===== config.mk =====
export PLATFORM = sky130hd
export DESIGN_NAME = cloud_field_scroller
export DESIGN_NICKNAME = d
export VERILOG_FILES = /design/src/rtl/cloud_field_scroller_pkg.sv /design/src/rtl/cloud_field_scroller_channel.sv /design/src/rtl/cloud_field_scroller.sv
export SDC_FILE = /design/constraint.sdc
export NUM_CORES = 1
export LEC_CHECK = 0
export ABC_AREA = 0
export BUFFER_PORTS_ARGS = -buffer_cell sky130_fd_sc_hd__clkbuf_2
export CORE_MARGIN = 2
export CORE_UTILIZATION = 59
export DETAILED_ROUTE_END_ITERATION = 8
export GPL_TIMING_DRIVEN = 0
export PLACE_DENSITY = 0.85
export SLEW_MARGIN = 20
export SYNTH_ARGS = -nofsm -noshare
export SYNTH_HDL_FRONTEND = slang
export SYNTH_HIERARCHICAL = 1
export SYNTH_SLANG_ARGS = --single-unit

===== constraint.sdc =====
create_clock -name frame_clk -period 3.3 [get_ports frame_clk]
set_clock_uncertainty 0.1 [all_clocks]
set_input_delay 0.66 -clock frame_clk [delete_from_list [all_inputs] [get_ports frame_clk]]
set_output_delay 0.66 -clock frame_clk [all_outputs]
set_load 0.01 [all_outputs]

===== src/rtl/cloud_field_scroller_pkg.sv =====
// cloud_pkg: keycodes, LFSR seed and bit-twiddling helpers shared by the cloud field.
package cloud_pkg;
    localparam logic [7:0] KEY_BOOST = 8'h07;
    localparam logic [7:0] KEY_FREEZE = 8'h29;
    localparam logic [15:0] LFSR_SEED = 16'hACE1;

    // Fibonacci form, taps 16,14,13,11 mapped onto a right-shifting register
    function automatic logic [15:0] lfsr16_next(input logic [15:0] v);
        return {v[0] ^ v[2] ^ v[3] ^ v[5], v[15:1]};
    endfunction

    function automatic logic [15:0] rotl16(input logic [15:0] v, input logic [3:0] n);
        logic [31:0] d;
        d = {v, v} << n;
        return d[31:16];
    endfunction
endpackage


===== src/rtl/cloud_field_scroller_channel.sv =====
// cloud_channel: one cloud sprite with its own parallax divider, X/Y position and wrap pulse.
module cloud_channel
    import cloud_pkg::*;
#(
    parameter int INDEX = 0,
    parameter int PERIOD = 1,
    parameter int W = 10,
    parameter int X_MAX = 639,
    parameter int X_SPACING = 160,
    parameter int Y_MIN = 20,
    parameter int Y_RANGE_LOG2 = 7
) (
    input  logic                    frame_clk,
    input  logic                    Reset,
    input  logic                    run,
    input  logic [1:0]              step,
    input  logic [Y_RANGE_LOG2-1:0] rot_bits,
    output logic [W-1:0]            x,
    output logic [W-1:0]            y,
    output logic                    wrap
);
    localparam logic [2:0] LAST = 3'(PERIOD - 1);
    localparam logic [W-1:0] X_RST = W'(X_MAX - INDEX * X_SPACING);
    localparam logic [W-1:0] Y_RST = W'(Y_MIN + ((INDEX * 37) % (2 ** Y_RANGE_LOG2)));

    logic [2:0] cnt;
    logic move;

    always_comb move = run && cnt == LAST;

    always_ff @(posedge frame_clk or posedge Reset) begin
        if (Reset) begin
            cnt <= '0;
            x <= X_RST;
            y <= Y_RST;
            wrap <= 1'b0;
        end else begin
            wrap <= 1'b0;
            if (run) cnt <= move ? 3'd0 : cnt + 3'd1;
            if (move && x < W'(step)) begin
                x <= W'(X_MAX);
                y <= W'(Y_MIN) + W'(rot_bits);
                wrap <= 1'b1;
            end else if (move) begin
                x <= x - W'(step);
            end
        end
    end
endmodule


===== src/rtl/cloud_field_scroller.sv =====
// cloud_field_scroller: per-frame parallax scroller for N_CLOUDS cloud sprites with LFSR re-placement.
module cloud_field_scroller
    import cloud_pkg::*;
#(
    parameter int N_CLOUDS = 4,
    parameter int W = 10,
    parameter int X_MAX = 639,
    parameter int X_SPACING = 160,
    parameter int Y_MIN = 20,
    parameter int Y_RANGE_LOG2 = 7,
    parameter int CLOUD_SIZE = 100
) (
    input  logic                  frame_clk,
    input  logic                  Reset,
    input  logic                  enable,
    input  logic [7:0]            keycode,
    output logic [N_CLOUDS*W-1:0] CloudX,
    output logic [N_CLOUDS*W-1:0] CloudY,
    output logic [W-1:0]          CloudS,
    output logic [N_CLOUDS-1:0]   wrap_pulse
);
    logic [15:0] lfsr;
    logic run;
    logic [1:0] step;

    if (Y_MIN + 2 ** Y_RANGE_LOG2 - 1 >= 2 ** W) begin : g_bad_band
        $error("cloud band does not fit in W-bit coordinates");
    end

    // free-running: keeps re-placement heights varied even while frozen
    always_ff @(posedge frame_clk or posedge Reset) begin
        if (Reset) lfsr <= LFSR_SEED;
        else lfsr <= lfsr16_next(lfsr);
    end

    always_comb begin
        run = enable && keycode != KEY_FREEZE;
        step = keycode == KEY_BOOST ? 2'd2 : 2'd1;
    end

    assign CloudS = W'(CLOUD_SIZE);

    for (genvar i = 0; i < N_CLOUDS; i++) begin : g_ch
        logic [Y_RANGE_LOG2-1:0] rot_bits;
        assign rot_bits = Y_RANGE_LOG2'(rotl16(lfsr, 4'((3 * i) % 16)));
        cloud_channel #(
            .INDEX(i),
            .PERIOD(i + 1),
            .W(W),
            .X_MAX(X_MAX),
            .X_SPACING(X_SPACING),
            .Y_MIN(Y_MIN),
            .Y_RANGE_LOG2(Y_RANGE_LOG2)
        ) u_ch (
            .frame_clk(frame_clk),
            .Reset(Reset),
            .run(run),
            .step(step),
            .rot_bits(rot_bits),
            .x(CloudX[i*W +: W]),
            .y(CloudY[i*W +: W]),
            .wrap(wrap_pulse[i])
        );
    end
endmodule


-- Word level (Yosys, flattened, before mapping)
Index checks and enable logic that the tools add are counted.
- memories: 0
- logic and storage cells: 72
- bits in registers: 112
- input port bits: 11
- latch bits: 0
- output and inout port bits: 94
- memory bits (writable): 0
- bits in read-only memories: 0
- reductions and logical operators: 14
- divide/modulo/power cells: 0
- bitwise gates (word level): 3
- magnitude comparators: 4
- muxes and demuxes: 17
- equal/unequal tests: 5
- shifts and indexed selects: 0
- $add $sub $neg: 12
- $mul: 0
- operators with widths (kind ; number):
    10-bit 2-to-1 mux ; 8
    10-bit by 2-bit less-than comparator with 1-bit output ; 4
    10-bit by 2-bit subtractor with 10-bit output ; 4
    5-bit by 7-bit adder with 8-bit output, first input constant ; 4
    3-bit by 1-bit adder with 3-bit output, second input constant ; 4
    3-bit 2-to-1 mux ; 4
    1-bit logical AND ; 9
    8-bit by 3-bit == test with 1-bit output, second input constant ; 1
    8-bit by 6-bit inequality test with 1-bit output, second input constant ; 1
    2-bit nonzero test ; 4
    3-bit by 2-bit == test with 1-bit output, second input constant ; 2
    1-bit 2-to-1 mux ; 4
    3-bit by 1-bit == test with 1-bit output, second input constant ; 1
    3-bit zero test ; 1
    1-bit XOR ; 3
    2-bit 2-to-1 mux ; 1

-- Logic depth before layout (Yosys ltp)
Gate-level depths: netlist (run 1).
- depth after elaboration: 5
- gate-level depth with buffers: 10

-- Hierarchy
The synthesis (run 1) kept the hierarchy.
- modules (own cells, without submodules) (module ; sequential area each (sq um) ; area each (sq um) ; cells an instance ; instances):
    cloud_channel at g_ch[1].u_ch ; 565.5 ; 1138.6 ; 105 ; 1
    cloud_channel at g_ch[0].u_ch ; 563.0 ; 1136.1 ; 105 ; 1
    cloud_channel at g_ch[2].u_ch ; 565.5 ; 1134.8 ; 105 ; 1
    cloud_channel at g_ch[3].u_ch ; 561.8 ; 1112.3 ; 98 ; 1
    cloud_field_scroller ; 410.4 ; 586.8 ; 38 ; 1

-- Worst setup path before layout (run 1)
OpenSTA, ideal clock, no wires.
- path type: input port to flip-flop
- from: input keycode[3]
- to: register g_ch[2].u_ch.x[7]
- stages: 7
- path slack: 0.028 ns
- required time: 3.075 ns
- arrival: 3.048 ns
- setup time: 0.125 ns
- buffers on the path: 1
- path through: nor4bb_1 > a21boi_0 > clkbuf_1 > nand3b_1 > or3_1 > or3_1 > mux2_2
- word-level cells in the longest chain between the ends: 5
- elaborated cells between the ends (all ways): 11
- classes of those cells: 1 x add/sub; 1 x order compare; 2 x eq/ne; 3 x mux; 4 x reduce/logical
- RTL lines (item ; line ; RTL):
    from (decl) ; cloud_field_scroller.sv:16 ; input logic [7:0] keycode,
    8-bit by 6-bit inequality test with 1-bit output (*) ; cloud_field_scroller.sv:37 ; run = enable && keycode != KEY_FREEZE;
    1-bit logical AND (*) ; cloud_field_scroller.sv:37 ;
    via run ; cloud_field_scroller.sv:23 ; logic run;
    1-bit logical AND (*) ; cloud_field_scroller_channel.sv:29 ; always_comb move = run && cnt == LAST;
    1-bit logical AND ; cloud_field_scroller_channel.sv:40 ; if (move && x < W'(step)) begin
    10-bit 2-to-1 mux or 2-bit nonzero test (tied branches) ; - ;
    to (signal assigned) ; cloud_field_scroller_channel.sv:41 ; x <= W'(X_MAX);
    to (signal assigned) ; cloud_field_scroller_channel.sv:45 ; x <= x - W'(step);
    to (decl) ; cloud_field_scroller_channel.sv:18 ; output logic [W-1:0] x,
The timed path passes the listed nets; every way through them passes the cells marked *. The select of a mux whose other input is x is not followed.
A chain may end at the register's enable or synchronous reset.

-- Worst setup path after layout (run 1)
- from: input keycode[4]
- to: register g_ch[2].u_ch.x[7]
- word-level cells in the longest chain between the ends: 5
- elaborated cells between the ends (all ways): 11
- classes of those cells: 1 x add/sub; 1 x order compare; 2 x eq/ne; 3 x mux; 4 x reduce/logical
- RTL lines (item ; line ; RTL):
    8-bit by 3-bit == test with 1-bit output (*) ; cloud_field_scroller.sv:38 ; step = keycode == KEY_BOOST ? 2'd2 : 2'd1;
    2-bit 2-to-1 mux (*) ; cloud_field_scroller.sv:38 ;
    via step[1] ; cloud_field_scroller.sv:24 ; logic [1:0] step;
    10-bit by 2-bit subtractor with 10-bit output or 10-bit by 2-bit less-than comparator with 1-bit output (tied branches) ; cloud_field_scroller_channel.sv:45, cloud_field_scroller_channel.sv:40 ;
    10-bit 2-to-1 mux or 1-bit logical AND (tied branches) ; cloud_field_scroller_channel.sv:44, cloud_field_scroller_channel.sv:40 ;
    10-bit 2-to-1 mux or 2-bit nonzero test (tied branches) ; - ;
Marks and branches as above.

==> flow_metrics.env, run 1 <==
export IMPL_grt_use_met3=0.05180
export IMPL_finalSetupViolCount=0
export IMPL_hold_violations=0
export IMPL_yosys_register_bits=104
export IMPL_syn_to_final_growth_pct=16.38
export IMPL_worstSetupPathType="input pin to flop"
export IMPL_first_pass_iters=4
export IMPL_vias=3599
export IMPL_clock_sinks=104
export IMPL_dpl_cell_area_um2=5719
export IMPL_fmaxAchievable_ghz=0.3311
export IMPL_synthFlopType="dfrtp_1"
export IMPL_avgSynthCellArea_um2=11.33
export IMPL_num_io_pins=105
export IMPL_ff_latch_area_um2=2666
export IMPL_min_path_type="input pin to asynchronous set/reset pin"
export IMPL_cap_violations=0
export IMPL_chipHeight_um=97.05
export IMPL_drc=0
export IMPL_grt_overflow=0
export IMPL_synth_warnings=6
export IMPL_grt_pass1_wl_um=17530
export IMPL_nFillCells=623
export IMPL_rows=33
export IMPL_rsz0062_at_grt="false"
export IMPL_power_mw=4.569
export IMPL_period_needed_ps=3020
export IMPL_slew_violations=0
export IMPL_core_area_um2=8299
export IMPL_use_met2=0.4028
export IMPL_crit_path_max_fanout=8
export IMPL_synth_edf_count=0
export IMPL_cp_start_kind="input pin"
export IMPL_detail_route_antenna_nets=0
export IMPL_syn_area_um2=5109
export IMPL_multiInputGateArea_um2=2196
export IMPL_clk_pin_slew_ps=100
export IMPL_vias_per_cell=5.372
export IMPL_dp_slack_ps=-155.0
export IMPL_ys_async_sr_fraction=1.000
export IMPL_ir_drop_v=0.0006234
export IMPL_antenna_cells=0
export IMPL_start_util=0.6156
export IMPL_post_route_util=0.7164
export IMPL_arrival_ps=3170
export IMPL_endpoint_kind="flop"
export IMPL_p_per_area_nw_per_um2=768.4
export IMPL_gp_congestion=0.8151
export IMPL_yosysUniqueCellTypes=58
export IMPL_setup_slack_ps=280.2
export IMPL_nNetsFinal=594
export IMPL_cts_htree_levels=3
export IMPL_dp_hpwl_um=7618
export IMPL_busiest_layer="met2"
export IMPL_dieArea_um2=9419
export IMPL_cts_root_buffer="clkbuf_8"
export IMPL_use_met1=0.2790
export IMPL_grtUsageTotal=0.2281
export IMPL_netlist_instances=451
export IMPL_insertion_delay_ps=370
export IMPL_worst_pin_slew_ps=870.3
export IMPL_outcome="finished, final reports clean"
export IMPL_p_leak_nw=2.897
export IMPL_place_port_buffers=86
export IMPL_fin_crit_sh=0.9151
export IMPL_fp_dieW_um=97.05
export IMPL_slew_headroom=0.4191
export IMPL_grt_start_max_net_pins=23
export IMPL_yosysSeqAreaShare=0.5219
export IMPL_hold_buffers=0
export IMPL_worst_ep_required_time_ps=3450
export IMPL_cts_tree="done"
export IMPL_layout_drive_gt1_share=0.3699
export IMPL_antenna_found_initial=0
export IMPL_finalWirelength_um=10170
export IMPL_wl_per_cell_um=15.18
export IMPL_clock_path_buffers=2
export IMPL_cts_buffers_inserted=9
export IMPL_final_area_um2=5946
export IMPL_grt_pass1_vias=3708
export IMPL_placed_cells=654
export IMPL_drtIter0Drc=113
export IMPL_final_cells=670
==> cell type report <==
class / instances / share of cell area
buffer: 29 / 0.03346
timing repair buffer: 86 / 0.07239
tap: 105 / 0.02210
clock inverter: 7 / 0.01705
clock buffer: 9 / 0.02083
sequential: 104 / 0.4484
multi-input combinational: 304 / 0.3693
inverter: 26 / 0.01641
==> logic make-up (layout without fill, tap and decap cells) <==
logic type / after synthesis / in the layout / share of synthesized area
simple gates: 147 / 147 / 0.1670
flops: 104 / 104 / 0.5219
compound gates: 60 / 60 / 0.07715
buf+inv: 55 / 157 / 0.05780
xor+xnor: 34 / 34 / 0.05829
fa+ha+maj: 23 / 23 / 0.06221
mux: 22 / 22 / 0.05119
other cells: 6 / 18 / 0.004408
==> power breakdown <==
group / internal [mW] / total [mW] / switching [mW]
Clock: 0.434 / 0.882 / 0.448
Sequential: 1.76 / 2.17 / 0.410
Combinational: 0.702 / 1.52 / 0.815
Total: 2.90 / 4.57 / 1.67
==> sequential cells by signal, summed over array words and instances (netlist names) <==
name	flops
g_ch.u_ch/cnt	12
g_ch.u_ch/x	40
g_ch.u_ch/wrap	4
g_ch.u_ch/y	32
lfsr	16
==> cell usage after synthesis (3+ instances only) <==
| master | n | area (um2) |
|---|---|---|
| o31ai_1 | 5 | 37.54 |
| a21oi_1 | 9 | 45.04 |
| nand2_1 | 46 | 172.7 |
| mux2_2 | 10 | 112.6 |
| dfstp_2 | 51 | 1340 |
| a21o_1 | 4 | 30.03 |
| fa_1 | 4 | 80.08 |
| clkbuf_1 | 4 | 15.01 |
| nor4_1 | 6 | 37.54 |
| nand3_1 | 5 | 25.02 |
| dfrtp_1 | 53 | 1326 |
| o21ai_0 | 11 | 55.05 |
| buf_4 | 18 | 135.1 |
| nor3_1 | 16 | 80.08 |
| o21ai_1 | 11 | 55.05 |
| a31oi_1 | 8 | 50.05 |
| or3_1 | 3 | 18.77 |
| nor4_2 | 3 | 37.54 |
| mux2_4 | 4 | 60.06 |
| nor2b_1 | 6 | 37.54 |
| or4_1 | 5 | 37.54 |
| o2bb2ai_1 | 4 | 35.03 |
| and4b_1 | 3 | 30.03 |
| and3b_1 | 3 | 26.28 |
| nand4b_1 | 3 | 26.28 |
| xnor2_1 | 14 | 122.6 |
| inv_1 | 26 | 97.59 |
| buf_2 | 5 | 25.02 |
| nor2_1 | 26 | 97.59 |
| xor2_1 | 20 | 175.2 |
| ha_1 | 19 | 237.7 |
| mux2_1 | 7 | 78.83 |
| conb_1 | 6 | 22.52 |
| nand3b_1 | 3 | 22.52 |
==> what timing repair did <==
item,in CTS,in global routing
endpoints found under the setup margin,0,1
gates resized for setup,0,2
buffers inserted,0,0
==> layer usage <==
layer / vias to the layer above / routed length [um]
met3: 19 / 458
met1: 1752 / 4124
met5: - / 0
li1: 1735 / -
met2: 93 / 5389
met4: 0 / 200
==> through the flow <==
step	hold slack, ps	TNS (ps)
after floorplan	251.0	0
after global placement	253.3	-23400
after detailed placement	259.9	-1058
after CTS	285.6	0
after global routing	293.0	0
final	278.5	0
==> worst paths after layout <==
path                                         from           endpoint  slack, ps  cells past startpoint
worst max-delay path                   keycode[4]  g_ch[2].u_ch/x[7]        280                      9
worst min-delay path                        Reset            lfsr[2]        280                      2
worst max register to register  g_ch[3].u_ch/x[0]  g_ch[3].u_ch/y[5]        840                      7
worst min register to register            lfsr[6]            lfsr[5]        280                      0
max in group asynchronous                   Reset  g_ch[3].u_ch/y[2]       2170                      2
min in group frame_clk                    lfsr[6]            lfsr[5]        280                      0
==> cells in the final DEF (no fill, tap or decap), types with 7 or more instances in the layout <==
cell / instances
mux2_2: 10
conb_1: 18
mux2_1: 7
clkbuf_2: 87
o21ai_0: 11
a31oi_1: 8
ha_1: 19
nor3_1: 16
nand2_1: 46
buf_4: 18
clkbuf_8: 9
dfstp_2: 51
dfrtp_1: 53
xor2_1: 20
nor2_1: 26
xnor2_1: 14
a21oi_1: 9
inv_1: 26
o21ai_1: 11
==> critical path, cell delays in order <==
cell      delay [ps]
clkbuf_2         100
nor4b_4          330
and2_1           550
inv_1            110
ha_1             320
nor2b_1          150
or3_1            350
or3_1            330
mux2_2           270
(Power assumes the default switching activity.)
==> inputs of run 2 (changes only) <==
--- a/config.mk
+++ b/config.mk
@@ -8,10 +8,10 @@
 export ABC_AREA = 0
 export BUFFER_PORTS_ARGS = -buffer_cell sky130_fd_sc_hd__clkbuf_2
 export CORE_MARGIN = 2
-export CORE_UTILIZATION = 59
+export CORE_UTILIZATION = 30
 export DETAILED_ROUTE_END_ITERATION = 8
 export GPL_TIMING_DRIVEN = 0
-export PLACE_DENSITY = 0.85
+export PLACE_DENSITY = 0.59
 export SLEW_MARGIN = 20
 export SYNTH_ARGS = -nofsm -noshare
 export SYNTH_HDL_FRONTEND = slang
==> flow_metrics.env, run 2 (same netlist as run 1, synthesis figures left out) <==
export IMPL_outcome="finished, final reports clean"
export IMPL_cap_violations=0
export IMPL_clock_path_buffers=2
export IMPL_reg_top3="g_ch.u_ch/x: 40 flops, g_ch.u_ch/y: 32 flops, lfsr: 16 flops"
export IMPL_drc=0
export IMPL_ir_drop_v=0.0005202
export IMPL_regMostFlops="g_ch.u_ch/x"
export IMPL_slew_headroom=0.4050
export IMPL_fin_crit_sh=0.9166
export IMPL_layout_drive_gt1_share=0.3710
export IMPL_layout_common_cells="clkbuf_2, dfrtp_1, dfstp_2"
export IMPL_grt_overflow=0
export IMPL_rsz0062_at_grt="false"
export IMPL_sequentialPowerShare=0.441
export IMPL_grt_pass1_vias=3577
export IMPL_final_area_um2=6231
export IMPL_switchingPower_mw=1.681
export IMPL_cts_tree="done"
export IMPL_nNetsFinal=595
export IMPL_wl_per_cell_um=14.04
export IMPL_insertion_delay_ps=350
export IMPL_rows=47
export IMPL_final_cells=786
export IMPL_dieArea_um2=18090
export IMPL_slowest_stage="and2_1"
export IMPL_slew_violations=0
export IMPL_start_util=0.3070
export IMPL_power_frac_comb=0.306
export IMPL_cp_start_kind="input pin"
export IMPL_final_common_cell="clkbuf_2"
export IMPL_worst_pin_slew_ps=891.5
export IMPL_clkPwrFrac=0.253
export IMPL_grtUsageTotal=0.1290
export IMPL_vias_per_cell=4.537
export IMPL_dp_hpwl_um=8116
export IMPL_grt_pass1_wl_um=18300
export IMPL_arrival_ps=3160
export IMPL_detail_route_antenna_nets=0
export IMPL_p_leak_nw=2.969
export IMPL_clock_sinks=104
export IMPL_worst_path_most_repeated_cell="or3_1"
export IMPL_cts_root_buffer="clkbuf_16"
export IMPL_p_sw_frac=0.3412
export IMPL_num_io_pins=105
export IMPL_placed_cells=770
export IMPL_power_internal_mw=3.246
export IMPL_antenna_found_initial=0
export IMPL_cts_htree_levels=3
export IMPL_ff_latch_area_um2=2666
export IMPL_finalSetupViolCount=0
export IMPL_gp_congestion=0.7703
export IMPL_vias=3566
export IMPL_endpoint_kind="flop"
export IMPL_worst_ep_required_time_ps=3440
export IMPL_finalWirelength_um=11040
export IMPL_clk_pin_slew_ps=70
export IMPL_p_per_area_nw_per_um2=790.8
export IMPL_critPathMaxStageDelay_ps=580
export IMPL_fp_dieW_um=134.5
export IMPL_multiInputGateArea_um2=2196
export IMPL_largest_reg_flops=40
export IMPL_crit_path_max_fanout=8
export IMPL_antenna_cells=0
export IMPL_cts_buffers_inserted=9
export IMPL_tns_ps=0
export IMPL_crit_chain="clkbuf_2 > nor4b_4 > and2_1 > inv_1 > ha_1 > nor2b_1 > or3_1 > or3_1 > mux2_2"
export IMPL_place_port_buffers=86
export IMPL_fmaxAchievable_ghz=0.3306
export IMPL_period_needed_ps=3025
export IMPL_core_area_um2=16640
export IMPL_drtIter0Drc=143
export IMPL_chipHeight_um=134.5
export IMPL_grt_start_max_net_pins=23
export IMPL_power_mw=4.927
export IMPL_worstSetupPathType="input pin to flop"
export IMPL_first_pass_iters=4
export IMPL_hold_violations=0
export IMPL_syn_to_final_growth_pct=21.97
export IMPL_dpl_cell_area_um2=5874
export IMPL_min_path_type="flop to flop"
export IMPL_timing_hold_ws_ps=276.3
export IMPL_nFillCells=1658
## run 2: worst max-delay path: cells and delay by family
| family | cells | cell delay [ps] |
|---|---|---|
| simple gates | 5 | 1730 |
| fa+ha+maj | 1 | 300 |
| mux | 1 | 270 |
| buf+inv | 2 | 200 |
## run 2: repair_timing
item	4_1_cts	5_1_grt
gates resized for setup	0	2
buffers inserted	0	0
setup endpoints to repair	0	2
endpoints found under the hold margin	0	0
hold buffers	0	0
## run 2: power groups by stage
stage | Sequential [mW] | Clock [mW] | Combinational, mW
floorplan | 2.24 | 0 | 0.921
global placement | 2.16 | 0 | 1.47
detailed placement | 2.19 | 0 | 1.51
CTS | 2.17 | 1.29 | 1.54
global route | 2.23 | 1.35 | 1.70
finish | 2.17 | 1.25 | 1.51
## run 2: layout make-up
class | count | area share
tap | 220 | 0.04418
clock inverter | 5 | 0.01647
inverter | 26 | 0.01566
sequential | 104 | 0.4279
multi-input combinational | 304 | 0.3524
buffer | 29 | 0.03193
timing repair buffer | 87 | 0.07088
clock buffer | 11 | 0.04056
## run 2: per-stage QoR
stage | worst slack [ps] | util
final | 275.3 | 0.3744
after global routing | 77.63 | 0.3744
after CTS | 197.2 | 0.3743
after detailed placement | -198.3 | 0.3530
after global placement | -935.3 | 0.3521
after floorplan | 27.51 | -
## run 2: path summary, 6_finish.rpt
kind	cells after the start	slack (ps)	startpoint	to
max in group asynchronous	2	2080	Reset	g_ch[0].u_ch/x[8]
setup reg to reg	7	920	g_ch[3].u_ch/x[0]	g_ch[3].u_ch/y[4]
hold / removal	0	280	lfsr[8]	lfsr[7]
setup / recovery	9	280	keycode[4]	g_ch[2].u_ch/x[7]
min in group asynchronous	2	350	Reset	lfsr[8]
hold reg to reg	0	280	lfsr[8]	lfsr[7]
## run 2: metal layers
metal  GRT usage  vias to the layer above  routed length, um
met2      0.2157                       81               5390
met5           0                        -                  0
li1            -                     1730                  -
met1      0.1641                     1746               4984
met3     0.03904                        9                566
met4     0.03158                        0                 97
